$ cat src/rtl/boton_arbiter.sv
// Classifies debounced button presses as short or long, queues one pending event
// per button and kind, and presents them one at a time with a post-ack lockout.
module boton_arbiter #(
    parameter int N_BTN     = 4,
    parameter int LONG_TIME = 25_000_000,
    parameter int LOCKOUT   = 50_000,
    localparam int ID_W     = (N_BTN > 1) ? $clog2(N_BTN) : 1
) (
    input  logic             clk,
    input  logic             rst,
    input  logic [N_BTN-1:0] btn_in,
    input  logic             evt_ack,
    output logic             evt_valid,
    output logic [ID_W-1:0]  evt_id,
    output logic             evt_long,
    output logic             overrun
);

    localparam int CNT_W = $clog2(LONG_TIME + 1);
    localparam logic [CNT_W-1:0] LONG_MAX = CNT_W'(LONG_TIME);
    localparam logic [CNT_W-1:0] LONG_PRE = CNT_W'(LONG_TIME - 1);
    localparam int LK_W = (LOCKOUT > 1) ? $clog2(LOCKOUT) : 1;
    localparam logic [LK_W-1:0] LOCK_LAST = LK_W'((LOCKOUT > 0) ? LOCKOUT - 1 : 0);

    typedef enum logic [1:0] {IDLE, PRESENT, LOCK} state_t;

    state_t state_reg, state_next;

    logic [CNT_W-1:0] hold_cnt_reg  [N_BTN];
    logic [CNT_W-1:0] hold_cnt_next [N_BTN];
    logic [N_BTN-1:0] pend_long_reg, pend_long_next;
    logic [N_BTN-1:0] pend_short_reg, pend_short_next;
    logic [N_BTN-1:0] new_long, new_short;
    logic [N_BTN-1:0] clr_long, clr_short;
    logic [N_BTN-1:0] drop_long, drop_short;
    logic [LK_W-1:0]  lock_cnt_reg;
    logic [ID_W-1:0]  evt_id_reg;
    logic             evt_long_reg;
    logic             overrun_reg;

    logic             win_found;
    logic [ID_W-1:0]  win_id;
    logic             win_long;
    logic             load;

    genvar gi;
    generate
        for (gi = 0; gi < N_BTN; gi++) begin : g_btn
            // The counter saturates, so the long event can only fire once per press.
            assign new_long[gi]  = btn_in[gi] && (hold_cnt_reg[gi] == LONG_PRE);
            assign new_short[gi] = !btn_in[gi] && (hold_cnt_reg[gi] != '0)
                                   && (hold_cnt_reg[gi] != LONG_MAX);
            assign hold_cnt_next[gi] = !btn_in[gi] ? '0 :
                                       (hold_cnt_reg[gi] == LONG_MAX) ? LONG_MAX :
                                       hold_cnt_reg[gi] + CNT_W'(1);

            // A bit being handed to the FSM this cycle counts as free again.
            assign drop_long[gi]       = new_long[gi] && pend_long_reg[gi] && !clr_long[gi];
            assign drop_short[gi]      = new_short[gi] && pend_short_reg[gi] && !clr_short[gi];
            assign pend_long_next[gi]  = (pend_long_reg[gi] && !clr_long[gi]) || new_long[gi];
            assign pend_short_next[gi] = (pend_short_reg[gi] && !clr_short[gi]) || new_short[gi];
        end
    endgenerate

    // Descending scan so the lowest pending index is the last one written.
    always_comb begin
        win_found = 1'b0;
        win_id    = '0;
        win_long  = 1'b0;
        for (int i = N_BTN - 1; i >= 0; i--) begin
            if (pend_long_reg[i] || pend_short_reg[i]) begin
                win_found = 1'b1;
                win_id    = ID_W'(i);
                win_long  = pend_long_reg[i];
            end
        end
    end

    always_comb begin
        state_next = state_reg;
        load       = 1'b0;
        clr_long   = '0;
        clr_short  = '0;
        case (state_reg)
            IDLE: begin
                if (win_found) begin
                    load       = 1'b1;
                    state_next = PRESENT;
                    if (win_long) begin
                        clr_long[win_id] = 1'b1;
                    end else begin
                        clr_short[win_id] = 1'b1;
                    end
                end
            end
            PRESENT: begin
                if (evt_ack) begin
                    state_next = (LOCKOUT == 0) ? IDLE : LOCK;
                end
            end
            LOCK: begin
                if (lock_cnt_reg == LOCK_LAST) begin
                    state_next = IDLE;
                end
            end
            default: state_next = IDLE;
        endcase
    end

    always_ff @(posedge clk) begin
        if (rst) begin
            state_reg      <= IDLE;
            pend_long_reg  <= '0;
            pend_short_reg <= '0;
            lock_cnt_reg   <= '0;
            evt_id_reg     <= '0;
            evt_long_reg   <= 1'b0;
            overrun_reg    <= 1'b0;
            for (int i = 0; i < N_BTN; i++) begin
                hold_cnt_reg[i] <= '0;
            end
        end else begin
            state_reg      <= state_next;
            pend_long_reg  <= pend_long_next;
            pend_short_reg <= pend_short_next;
            overrun_reg    <= overrun_reg || (|drop_long) || (|drop_short);
            for (int i = 0; i < N_BTN; i++) begin
                hold_cnt_reg[i] <= hold_cnt_next[i];
            end
            if (state_reg == LOCK) begin
                lock_cnt_reg <= lock_cnt_reg + LK_W'(1);
            end else begin
                lock_cnt_reg <= '0;
            end
            if (load) begin
                evt_id_reg   <= win_id;
                evt_long_reg <= win_long;
            end
        end
    end

    assign evt_valid = (state_reg == PRESENT);
    assign evt_id    = evt_id_reg;
    assign evt_long  = evt_long_reg;
    assign overrun   = overrun_reg;

endmodule

$ cat config.mk
export PLATFORM = sky130hd
export DESIGN_NAME = boton_arbiter
export DESIGN_NICKNAME = d
export VERILOG_FILES = /design/src/rtl/boton_arbiter.sv
export SDC_FILE = /design/constraint.sdc
export NUM_CORES = 1
export LEC_CHECK = 0
export ABC_AREA = 1
export CORE_ASPECT_RATIO = 0.8
export CORE_MARGIN = 3
export CORE_UTILIZATION = 68
export DETAILED_ROUTE_END_ITERATION = 10
export HOLD_SLACK_MARGIN = 0.15
export PLACE_DENSITY = 0.86
export SETUP_SLACK_MARGIN = 0.3
export SYNTH_ARGS = -nofsm -noshare
export SYNTH_HDL_FRONTEND = slang
export SYNTH_SLANG_ARGS = --single-unit
$ cat constraint.sdc
create_clock -name clk -period 4.5 [get_ports clk]
set_input_delay 0.675 -clock clk [delete_from_list [all_inputs] [get_ports clk]]
set_output_delay 0.675 -clock clk [all_outputs]
set_load 0.01 [all_outputs]
== Word-level counts from Yosys, hierarchy flattened ==
Memory sizes are Yosys's and may differ from the RTL's.
Cells that the tools add are included.
Storage, ports and cells
  word-level logic and storage cells: 151
  bits in writable memories: 100
  input port bits: 7
  output and inout port bits: 5
  register bits: 30
  memories kept: 1
Operators by class
  $lt $le $gt $ge: 2
  multiplexer cells: 41
  add/sub/neg operators: 5
  equal/unequal tests: 18
  bitwise operators: 5
  reductions and logical operators: 72
Memory list
  hold_cnt_reg: depth 4, bits a word 25, read ports 4, clocked after memory_dff 0, wr ports 4, RTL line 29  | logic [CNT_W-1:0] hold_cnt_reg [N_BTN];
Operator list (number)
  $mux W25: 12
  $eq A25 B25 Y1 const B: 8
  $add A25 B1 Y25 const B: 4
  $ne A25 B25 Y1 const B: 4
  $reduce_bool A25 Y1: 4
  $logic_and A1 B1 Y1: 37
  $mux W4: 6
  $add A16 B1 Y16 const B: 1
  $eq A16 B16 Y1 const B: 1
  $logic_or A1 B1 Y1: 14
  $mux W1: 14
  $mux W2: 7
  $logic_not A1 Y1: 12
  $reduce_or A4 Y1: 2
  $ne A2 B2 Y1 const B: 3
  $pmux W2 S3: 1
  $or A1 B1 Y1: 4
  $lt A2 B3 Y1 const B: 1
  $reduce_and A3 Y1: 1
  $demux W1 S2: 1
  $eq A2 B1 Y1 const B: 1
  $eq A2 B2 Y1 const B: 1
  $ge A2 B1 Y1 const B: 1
  $logic_not A2 Y1: 1
  other kinds (2): 2

== Depth between registers and ports, before layout ==
  word-level depth: 17
  depth in mapped cells: 12
  depth with buffers taken out: 12

== Worst setup path before layout ==
OpenSTA, ideal clock, no wires.
  path kind: flip-flop to flip-flop
  start point: memory hold_cnt_reg[3][0] (netlist bit)
  end point: memory hold_cnt_reg[3][20] (netlist bit)
  library setup time: 0.132 ns
  data arrival time: 1.462 ns
  required time: 4.368 ns
  stages on the path, launching flop included: 11
  path slack: 2.906 ns
  path buffers: 0
  clock period less this slack: 1.594 ns
  path through: dfxtp_1 > ha_1 > nand2_1 > inv_1 > nand4_2 > nor2_2 > nand3_2 > nor2_4 > nand2_1 > o21ai_0 > a21oi_1
RTL lines (RTL line)
  from (decl): 29

== Worst setup path after layout ==
  start point: input rst
  end point: register lock_cnt_reg[12]
Between the ends
  cells in the longest elaborated chain, start to end: 1
RTL lines
  from (decl): RTL line 10  | input logic rst,
  $reduce_or A2 Y1 (no line)
  to (signal assigned): RTL line 131  | lock_cnt_reg <= lock_cnt_reg + LK_W'(1);
  to (decl): RTL line 36  | logic [LK_W-1:0] lock_cnt_reg;
No other way between the ends.
A chain may end at the register's enable or synchronous reset.

==> impl_metrics.env <==
export IMPL_status="finished clean"
export IMPL_synthMuxAreaShare=0
export IMPL_synth_flop_cell="dfxtp_1"
export IMPL_critPathMaxFanout=11
export IMPL_clockBufferDepth=2
export IMPL_hpwl_um=10700
export IMPL_grt_max_degree=17
export IMPL_drive_above_1_share=0.0798
export IMPL_start_kind="input port"
export IMPL_cp_end_kind="register"
export IMPL_ys_ff_latch=130
export IMPL_insertedDiodeCount=0
export IMPL_cts_sinks=130
export IMPL_worstMarginPinSlew_ns=0.982
export IMPL_r2r_cells=8
export IMPL_p_sw_mw=0.603
export IMPL_synthSimpleGateAreaFrac=0.397
export IMPL_yosys_warnings=0
export IMPL_final_common_cell="nand2_1"
export IMPL_drv_slew=0
export IMPL_vias=6639
export IMPL_netlist_area_mm2=0.00689
export IMPL_fin_cells=1214
export IMPL_synth_fa_ha_area_frac=0.0163
export IMPL_synth_top_area_cell="dfxtp_1"
export IMPL_seq_area_frac_synth=0.378
export IMPL_cts_resized_gates=0
export IMPL_synth_xor_area_frac=0.0191
export IMPL_r2r_slack_ns=2.42
export IMPL_pwr_share_comb=0.040
export IMPL_cp_required_ns=4.80
export IMPL_p_leak_nw=2.84
export IMPL_synth_distinct_cells=44
export IMPL_drtIter0Drc=629
export IMPL_path_cells="clkdlybuf4s50_1, clkinv_1, nand2_1, inv_1, o21ai_0, a21oi_1"
export IMPL_synth_edf_count=0
export IMPL_synthToLayoutAreaGrowth_pct=11.4
export IMPL_arrival_ns=2.68
export IMPL_power_total_mw=2.57
export IMPL_die_area_mm2=0.0114
export IMPL_grt_usage=0.279
export IMPL_largest_register_ffs=100
export IMPL_path_class="in2reg"
export IMPL_syn_nets=1061
export IMPL_power_frac_clock=0.503
export IMPL_drc=0
export IMPL_final_cell_mix="218 x nand2_1, 174 x nor2_1, 147 x inv_1, 130 x dfxtp_1, 82 x a21oi_1"
export IMPL_synth_avg_cell_area_um2=6.59
export IMPL_finalSetupViolations=0
export IMPL_slowest_delay_ns=0.76
export IMPL_worstReg2RegEnd="hold_cnt_reg[3][8]$_SDFF_PP0_"
export IMPL_clock_root_buffer="clkbuf_16"
export IMPL_io_buffer_count=11
export IMPL_pwr_share_seq=0.457
export IMPL_wl_per_cell_um=12.7
export IMPL_finalHoldViolations=0
export IMPL_clock_fmax_mhz=421
export IMPL_ctsHoldBuffers=0
export IMPL_p_int_mw=1.97
export IMPL_finalClockSkew_ns=0.00522
export IMPL_fin_setup_tns_ns=0
export IMPL_synth_compound_area_frac=0.0970
export IMPL_grt_pass1_vias=5845
export IMPL_switching_share=0.234
export IMPL_antenna_found_initial=0
export IMPL_cap_violations=0
export IMPL_min_from="hold_cnt_reg[1][0]$_SDFF_PP0_"
export IMPL_grt_ovfl_total=0
export IMPL_synth_area_leaders="dfxtp_1 38%, nand2_1 12%, nor2_1 9.5%, inv_1 8.0%, a21oi_1 6.0%"
export IMPL_ioPinCount=12
export IMPL_die_h_um=96.0
export IMPL_gp_congestion=0.897
export IMPL_dr_pass1_iters=5
export IMPL_dp_worst_setup_slack_ns=1.73
export IMPL_initial_utilization=0.705
export IMPL_fp_dieW_um=119
export IMPL_post_cts_setup_buffers=0
export IMPL_clock_latency_ns=0.42
export IMPL_nNetsFinal=1081
export IMPL_grt_pass1_wl_um=26100
export IMPL_core_mm2=0.00977
export IMPL_setup_ws_ns=2.13
export IMPL_rows=32
export IMPL_rsz0062_at_grt="no"
export IMPL_via_per_inst=5.47
export IMPL_p_per_area_mw_per_mm2=335
export IMPL_htreeDepth=4
export IMPL_finalCritPeriodShare=0.528
export IMPL_cts_buffers=17
export IMPL_syn_inst=1045
export IMPL_hold_depth=1
export IMPL_ant_nets=0
export IMPL_hold_class="reg2reg"
export IMPL_cts_reportedPaths_clkPinSlew_ns=0.06
export IMPL_ys_async_sr_fraction=0
export IMPL_drt_wl_total_um=15500
export IMPL_crit_path_top_delay_cell="clkdlybuf4s50_1"
export IMPL_layout_min_cycle_time_ns=2.37
export IMPL_rr_startpoint="hold_cnt_reg[3][11]$_SDFF_PP0_"
export IMPL_fin_util=0.785
export IMPL_ir_drop_v=0.000271
export IMPL_yosysTopAreaCellShare=0.378
export IMPL_min_to="hold_cnt_reg[1][0]$_SDFF_PP0_"
export IMPL_cts_tree="built"
export IMPL_dp_cells=1182
export IMPL_max_slew_margin=0.341
export IMPL_synth_top_family_by_area="simple AND/OR/NAND/NOR gates"
## how the worst max path moves through the flow
stage	slack, ns	cells past startpoint	end	startpoint
2_1_floorplan	2.91	10	hold_cnt_reg[3][20]$_SDFF_PP0_	hold_cnt_reg[3][0]$_SDFF_PP0_
3_5_place_dp	1.73	6	lock_cnt_reg[12]$_SDFF_PP0_	rst
6_report	2.13	6	lock_cnt_reg[12]$_SDFF_PP0_	rst
3_3_place_gp	1.87	6	lock_cnt_reg[13]$_SDFF_PP0_	rst
4_1_cts	2.17	6	lock_cnt_reg[12]$_SDFF_PP0_	rst
5_1_grt	1.96	6	lock_cnt_reg[3]$_SDFF_PP0_	rst
## per-layer routing
layer,wire length [µm],track usage,vias up
met5,0,0,-
li1,-,-,3391
met3,920,0.0617,22
met4,217,0.0800,0
met1,7320,0.370,3020
met2,7020,0.463,206
## metrics by stage
step           instance area, µm²  hold WS [ns]
2_1_floorplan                6890         0.418
3_3_place_gp                 7120         0.434
3_5_place_dp                 7120         0.448
4_1_cts                      7670         0.461
5_1_grt                      7670         0.478
6_report                     7670         0.459
## synth_stat cells (2+ instances only)
| cell type | count |
|---|---|
| a21oi_1 | 82 |
| a31oi_1 | 4 |
| buf_2 | 4 |
| clkbuf_1 | 5 |
| dfxtp_1 | 130 |
| ha_1 | 9 |
| inv_1 | 147 |
| inv_2 | 6 |
| nand2_1 | 218 |
| nand2_2 | 6 |
| nand3_1 | 72 |
| nand3_2 | 5 |
| nand3b_1 | 6 |
| nand4_1 | 25 |
| nor2_1 | 174 |
| nor2_2 | 10 |
| nor2_4 | 4 |
| nor3_1 | 35 |
| nor3b_1 | 8 |
| nor4_1 | 3 |
| o21a_1 | 5 |
| o21ai_0 | 32 |
| o21ai_1 | 2 |
| or2_0 | 6 |
| or2_2 | 14 |
| or3_1 | 2 |
| xnor2_1 | 5 |
| xor2_1 | 10 |
## kinds of logic after synthesis
| group | after synthesis |
|---|---|
| simple gates | 598 |
| flops | 130 |
| xor+xnor | 15 |
| compound gates | 128 |
| buf+inv | 165 |
| fa+ha+maj | 9 |
## power by group through the flow
stage | clock network (mW) | logic (mW) | registers (mW)
floorplan | 0 | 0.0645 | 1.20
global placement | 0 | 0.100 | 1.20
detailed placement | 0 | 0.103 | 1.20
CTS | 1.30 | 0.104 | 1.17
global route | 1.36 | 0.118 | 1.18
finish | 1.29 | 0.104 | 1.17
## cell type report
class / instances / area [µm²]
Clock inverter: 14 / 116
Fill cell: 779 / 2100
Clock buffer: 18 / 439
Sequential cell: 130 / 2600
Tap cell: 136 / 170
Multi-Input combinational cell: 750 / 3650
Timing Repair Buffer: 12 / 118
Inverter: 154 / 578
## critical path: cells and delay by family
| kind | cells | cell delay [ns] |
|---|---|---|
| buf+inv | 3 | 1.37 |
| compound gates | 2 | 0.22 |
| simple gates | 1 | 0.41 |
(Power assumes the default switching activity.)
==> RTL edit 1 (same settings) <==
Register the input `btn_in` before use, cleared by the reset. The logic sees it one clock later. The other inputs are not delayed to match.
--- a/src/rtl/boton_arbiter.sv
+++ b/src/rtl/boton_arbiter.sv
@@ -24,6 +24,16 @@
 
     typedef enum logic [1:0] {IDLE, PRESENT, LOCK} state_t;
 
+    logic [N_BTN-1:0] btn_q;
+
+    always_ff @(posedge clk) begin
+        if (rst) begin
+            btn_q <= '0;
+        end else begin
+            btn_q <= btn_in;
+        end
+    end
+
     state_t state_reg, state_next;
 
     logic [CNT_W-1:0] hold_cnt_reg  [N_BTN];
@@ -47,10 +57,10 @@
     generate
         for (gi = 0; gi < N_BTN; gi++) begin : g_btn
             // The counter saturates, so the long event can only fire once per press.
-            assign new_long[gi]  = btn_in[gi] && (hold_cnt_reg[gi] == LONG_PRE);
-            assign new_short[gi] = !btn_in[gi] && (hold_cnt_reg[gi] != '0)
+            assign new_long[gi]  = btn_q[gi] && (hold_cnt_reg[gi] == LONG_PRE);
+            assign new_short[gi] = !btn_q[gi] && (hold_cnt_reg[gi] != '0)
                                    && (hold_cnt_reg[gi] != LONG_MAX);
-            assign hold_cnt_next[gi] = !btn_in[gi] ? '0 :
+            assign hold_cnt_next[gi] = !btn_q[gi] ? '0 :
                                        (hold_cnt_reg[gi] == LONG_MAX) ? LONG_MAX :
                                        hold_cnt_reg[gi] + CNT_W'(1);
 
Formal check against the unedited RTL: not equivalent (Yosys sat finds a counterexample within 4 cycles, from zero or initial values and one cycle with rst high).
==> RTL edit 1 against the original RTL <==
Synthesized cell count down 0.38%; sequential cell count up 4; power up 3.4%; synthesized area up 0.73%; worst setup slack better by 0.038 ns; via count down 0.14%; routed wire length down 2.7%; sequential share of layout area up 0.61 points; final area up 1.3%; critical path type unchanged; critical endpoint is now lock_cnt_reg[14]; largest cell class unchanged; largest power group unchanged; highest routed layer unchanged.
==> RTL edit 1: results (changes against the original RTL) <==
stage	metric	value	unit	change
status	outcome	finished, final reports clean		unchanged
route	Initial DRC Count	733		was 629
placement	DP Worst Slack	1.81	ns	was 1.73 ns
clock_tree	Post-CTS Hold Buffers	0		unchanged
route	vias per inst	5.48		was 5.47
placement	post-DP HPWL	10400	um	was 10700 um
power	Peak supply drop	0.273	mV	was 0.271 mV
yosys	Avg Cell Area, Syn	6.66	sq um	was 6.59 sq um
power	Leak Pwr	2.80	nW	was 2.84 nW
clock_tree	total CTS buffers	17		unchanged
clock_tree	clk buf depth	2		unchanged
critical_path	CP Data Arrival Time	2.63	ns	was 2.68 ns
route	routed wl met3	967	um	was 920 um
yosys	Synth Area in Compound Gates	9.68	%	was 9.70%
route	via count	6630		was 6639
global_routing	global-route wire length before repair	26200	um	was 26100 um
route	first-pass detailed-route iteration total	5		unchanged
yosys	adder-cell share of the synthesized area	1.62	%	was 1.63%
timing	Clock Skew	0.00763	ns	was 0.00522 ns
yosys	sequential share of the synthesized area	38.7	%	was 37.8%
global_routing	vias in the first global route	5946		was 5845
worst_hold_path	Hold Crit Class	register to register		unchanged
clock_tree	post-CTS sizing	0		unchanged
global_routing	GRT Total Usage	27.7	%	was 27.9%
route	Met2 Wirelength	6690	um	was 7020 um
yosys	synth unique cells	40		was 44
route	DR WL/cell	12.5	um	was 12.7 um
critical_path	largest stage delay on the critical path	0.93	ns	was 0.76 ns
cells_and_area	max reg flops	100		unchanged
timing	Slew @ Worst Pin	0.885	ns	was 0.982 ns
clock_tree	H-tree depth	4		unchanged
yosys	XOR/XNOR share of the synthesized area	1.89	%	was 1.91%
cells_and_area	share of layout cells above drive strength 1	8.94	%	was 7.98%
route	met1 WL	7070	um	was 7320 um
critical_path	Top Family by Delay on Critical Path	buffers and inverters		unchanged
global_routing	largest net degree at the start of global routing	19		was 17
placement	placed insts	1178		was 1182
placement	Final GP Congestion	0.891		was 0.897
yosys	Commonest cells post-synth	nand2_1 (203), nor2_1 (161), inv_1 (159), dfxtp_1 (134), a21oi_1 (83)		was nand2_1 (218), nor2_1 (174), inv_1 (147), dfxtp_1 (130), a21oi_1 (82)
cells_and_area	nets	1077		was 1081
yosys	YS warnings	0		unchanged
yosys	Area contributors post-synth	dfxtp_1 (39%), nand2_1 (11%), nor2_1 (8.7%)		was dfxtp_1 (38%), nand2_1 (12%), nor2_1 (9.5%)
yosys	top_reg_cell synth	dfxtp_1		unchanged
critical_path	CP Max Fanout	18		was 11
cells_and_area	Filler Cell Count	711		was 779
## RTL edit 1: cell count changes in the layout (fill, tap and decap cells not counted), sizes merged, moves of 4 or more
cell / change
nor3: +9
inv: +23
nand2: -13
nor2: -12
nand4: +7
or2: -5
nand3: -10
dfxtp: +4
o21ai: +5
## RTL edit 1: area by class of cell
type	count	area [sq um]	area share (%)
tap	136	170	2.19
inverter	176	661	8.50
timing repair buffer	11	110	1.42
clock buffer	18	439	5.65
multi-input combinational	721	3550	45.7
sequential	134	2680	34.5
clock inverter	14	153	1.96
## RTL edit 1: metal layers
metal,up-vias,global-route usage (%)
li1,3382,-
met1,2957,36.6
met2,250,44.6
met3,41,6.82
met4,0,9.64
met5,-,0
## RTL edit 1: cell families (layout without fill, tap and decap cells)
family,count (synthesis),after routing
buffers and inverters,186,219
adder cells (fa/ha/maj),9,9
AND/OR/NAND/NOR,567,567
AO/OA/AOI/OAI,130,130
flip-flops,134,134
XOR/XNOR,15,15
## RTL edit 1: power by group
group	total, mW	internal [mW]	switching [mW]
logic	0.0835	0.0304	0.0530
clock network	1.37	0.833	0.534
registers	1.21	1.20	0.00890
total	2.66	2.06	0.596
## RTL edit 1: metrics by stage
stage                     hold slack [ns]  cell area, sq um
after global placement              0.427              7180
after detailed placement            0.438              7180
after CTS                           0.451              7770
final                               0.459              7770
after global routing                0.489              7770
after floorplan                     0.417              6940
## RTL edit 1: worst paths after layout
| check | startpoint | endpoint | slack (ns) | cells past startpoint |
|---|---|---|---|---|
| setup reg to reg | hold_cnt_reg[2][13] | hold_cnt_reg[2][3] | 2.47 | 8 |
| hold reg to reg | hold_cnt_reg[3][0] | hold_cnt_reg[3][0] | 0.46 | 1 |
| hold / removal | hold_cnt_reg[3][0] | hold_cnt_reg[3][0] | 0.46 | 1 |
| setup / recovery | rst | lock_cnt_reg[14] | 2.16 | 6 |
==> RTL edit 2 (config.mk and constraints unchanged) <==
Made on the original files. The parameter `LOCKOUT` goes from 50_000 to 12_500.
--- a/src/rtl/boton_arbiter.sv
+++ b/src/rtl/boton_arbiter.sv
@@ -3,7 +3,7 @@
 module boton_arbiter #(
     parameter int N_BTN     = 4,
     parameter int LONG_TIME = 25_000_000,
-    parameter int LOCKOUT   = 50_000,
+    parameter int LOCKOUT   = 12_500,
     localparam int ID_W     = (N_BTN > 1) ? $clog2(N_BTN) : 1
 ) (
     input  logic             clk,
Check against the original RTL: same outputs for any inputs over 10 cycles, from zero or initial values and one cycle with rst high; that may be too few to reach the edited logic, so the function may still have changed.
==> RTL edit 2 against the original RTL <==
Sequential share of layout area down 0.30 points; critical path depth down 3; final area down 0.65%; power up 2.3%; global-route usage up 0.095 points; via count down 1.1%; clock skew up 0.0058 ns; worst setup slack better by 0.054 ns; routed wire length down 2.0%; synthesized area down 1.3%; sequential cell count down 2; largest power group unchanged.
==> RTL edit 2: results (changes against the original RTL) <==
stage	metric	value	unit	change
timing	Slew @ Worst Pin	0.923	ns	was 0.982 ns
global_routing	vias in the first global route	5990		was 5845
global_routing	global-route wire length before repair	26200	um	was 26100 um
critical_path	CP Max Fanout	3		was 11
global_routing	largest net degree at the start of global routing	19		was 17
route	Detailed Route WL	15200	um	was 15500 um
yosys	post-synthesis instance area	6800	sq um	was 6890 sq um
route	Initial DRC Count	569		was 629
yosys	sequential share of the synthesized area	37.7	%	was 37.8%
critical_path	CP Data Arrival Time	1.65	ns	was 2.68 ns
placement	Final GP Congestion	0.933		was 0.897
route	first-pass detailed-route iteration total	6		was 5
power	Peak supply drop	0.260	mV	was 0.271 mV
cells_and_area	Filler Cell Count	726		was 779
yosys	Area contributors post-synth	dfxtp_1 (38%), nand2_1 (13%), nor2_1 (9.5%)		was dfxtp_1 (38%), nand2_1 (12%), nor2_1 (9.5%)
cells_and_area	share of layout cells above drive strength 1	6.82	%	was 7.98%
power	Leak Pwr	2.85	nW	was 2.84 nW
yosys	Commonest cells post-synth	nand2_1 (231), nor2_1 (173), inv_1 (148), dfxtp_1 (128), a21oi_1 (83)		was nand2_1 (218), nor2_1 (174), inv_1 (147), dfxtp_1 (130), a21oi_1 (82)
placement	post-DP HPWL	10600	um	was 10700 um
critical_path	largest stage delay on the critical path	0.60	ns	was 0.76 ns
yosys	synth unique cells	38		was 44
status	outcome	finished, final reports clean		unchanged
placement	area of placed instances	7030	sq um	was 7120 sq um
route	vias per inst	5.46		was 5.47
global_routing	GRT Total Usage	28.0	%	was 27.9%
==> RTL edit 2: through the flow <==
step                worst slack, ns  util [%]  instances  hold WS, ns
CTS                            2.18      81.2       1203        0.456
global route                   2.08      81.2       1203        0.488
global placement               1.91      74.9       1172        0.429
detailed placement             1.86      74.9       1172        0.444
floorplan                      2.90         -       1041        0.417
finish                         2.18      81.2       1203        0.454
==> RTL edit 2: final cells by class <==
type                            instances  area share, %
Sequential cell                       128           33.6
Tap cell                              132           2.17
Clock buffer                           26           6.81
Inverter                              157           7.73
Timing Repair Buffer                   11           1.44
Clock inverter                          5          0.985
Multi-Input combinational cell        744           47.2
==> RTL edit 2: path summary, 6_finish.rpt <==
check	from	end	slack, ns	cells past startpoint
max	state_reg[0]	evt_valid	2.18	3
min	lock_cnt_reg[0]	lock_cnt_reg[0]	0.45	1
max reg2reg	hold_cnt_reg[3][12]	hold_cnt_reg[3][8]	2.36	8
min reg2reg	lock_cnt_reg[0]	lock_cnt_reg[0]	0.45	1
==> RTL edit 2: cells by family after synthesis <==
logic type,synth area share (%)
flops,37.7
simple gates,40.0
buf+inv,9.38
fa+ha+maj,1.66
xor+xnor,2.58
compound gates,8.76
==> RTL edit 2: power by group <==
| part | switching (mW) | internal (mW) | total [mW] |
|---|---|---|---|
| combinational | 0.0654 | 0.0329 | 0.0983 |
| clock | 0.480 | 0.898 | 1.38 |
| sequential | 0.00911 | 1.15 | 1.15 |
==> RTL edit 2: layer usage <==
| layer | track usage (%) | vias to the layer above | wire (um) |
|---|---|---|---|
| li1 | - | 3362 | - |
| met1 | 37.2 | 2963 | 7240 |
| met2 | 45.9 | 216 | 6790 |
| met3 | 5.75 | 24 | 963 |
| met4 | 9.76 | 0 | 180 |
| met5 | 0 | - | 0 |
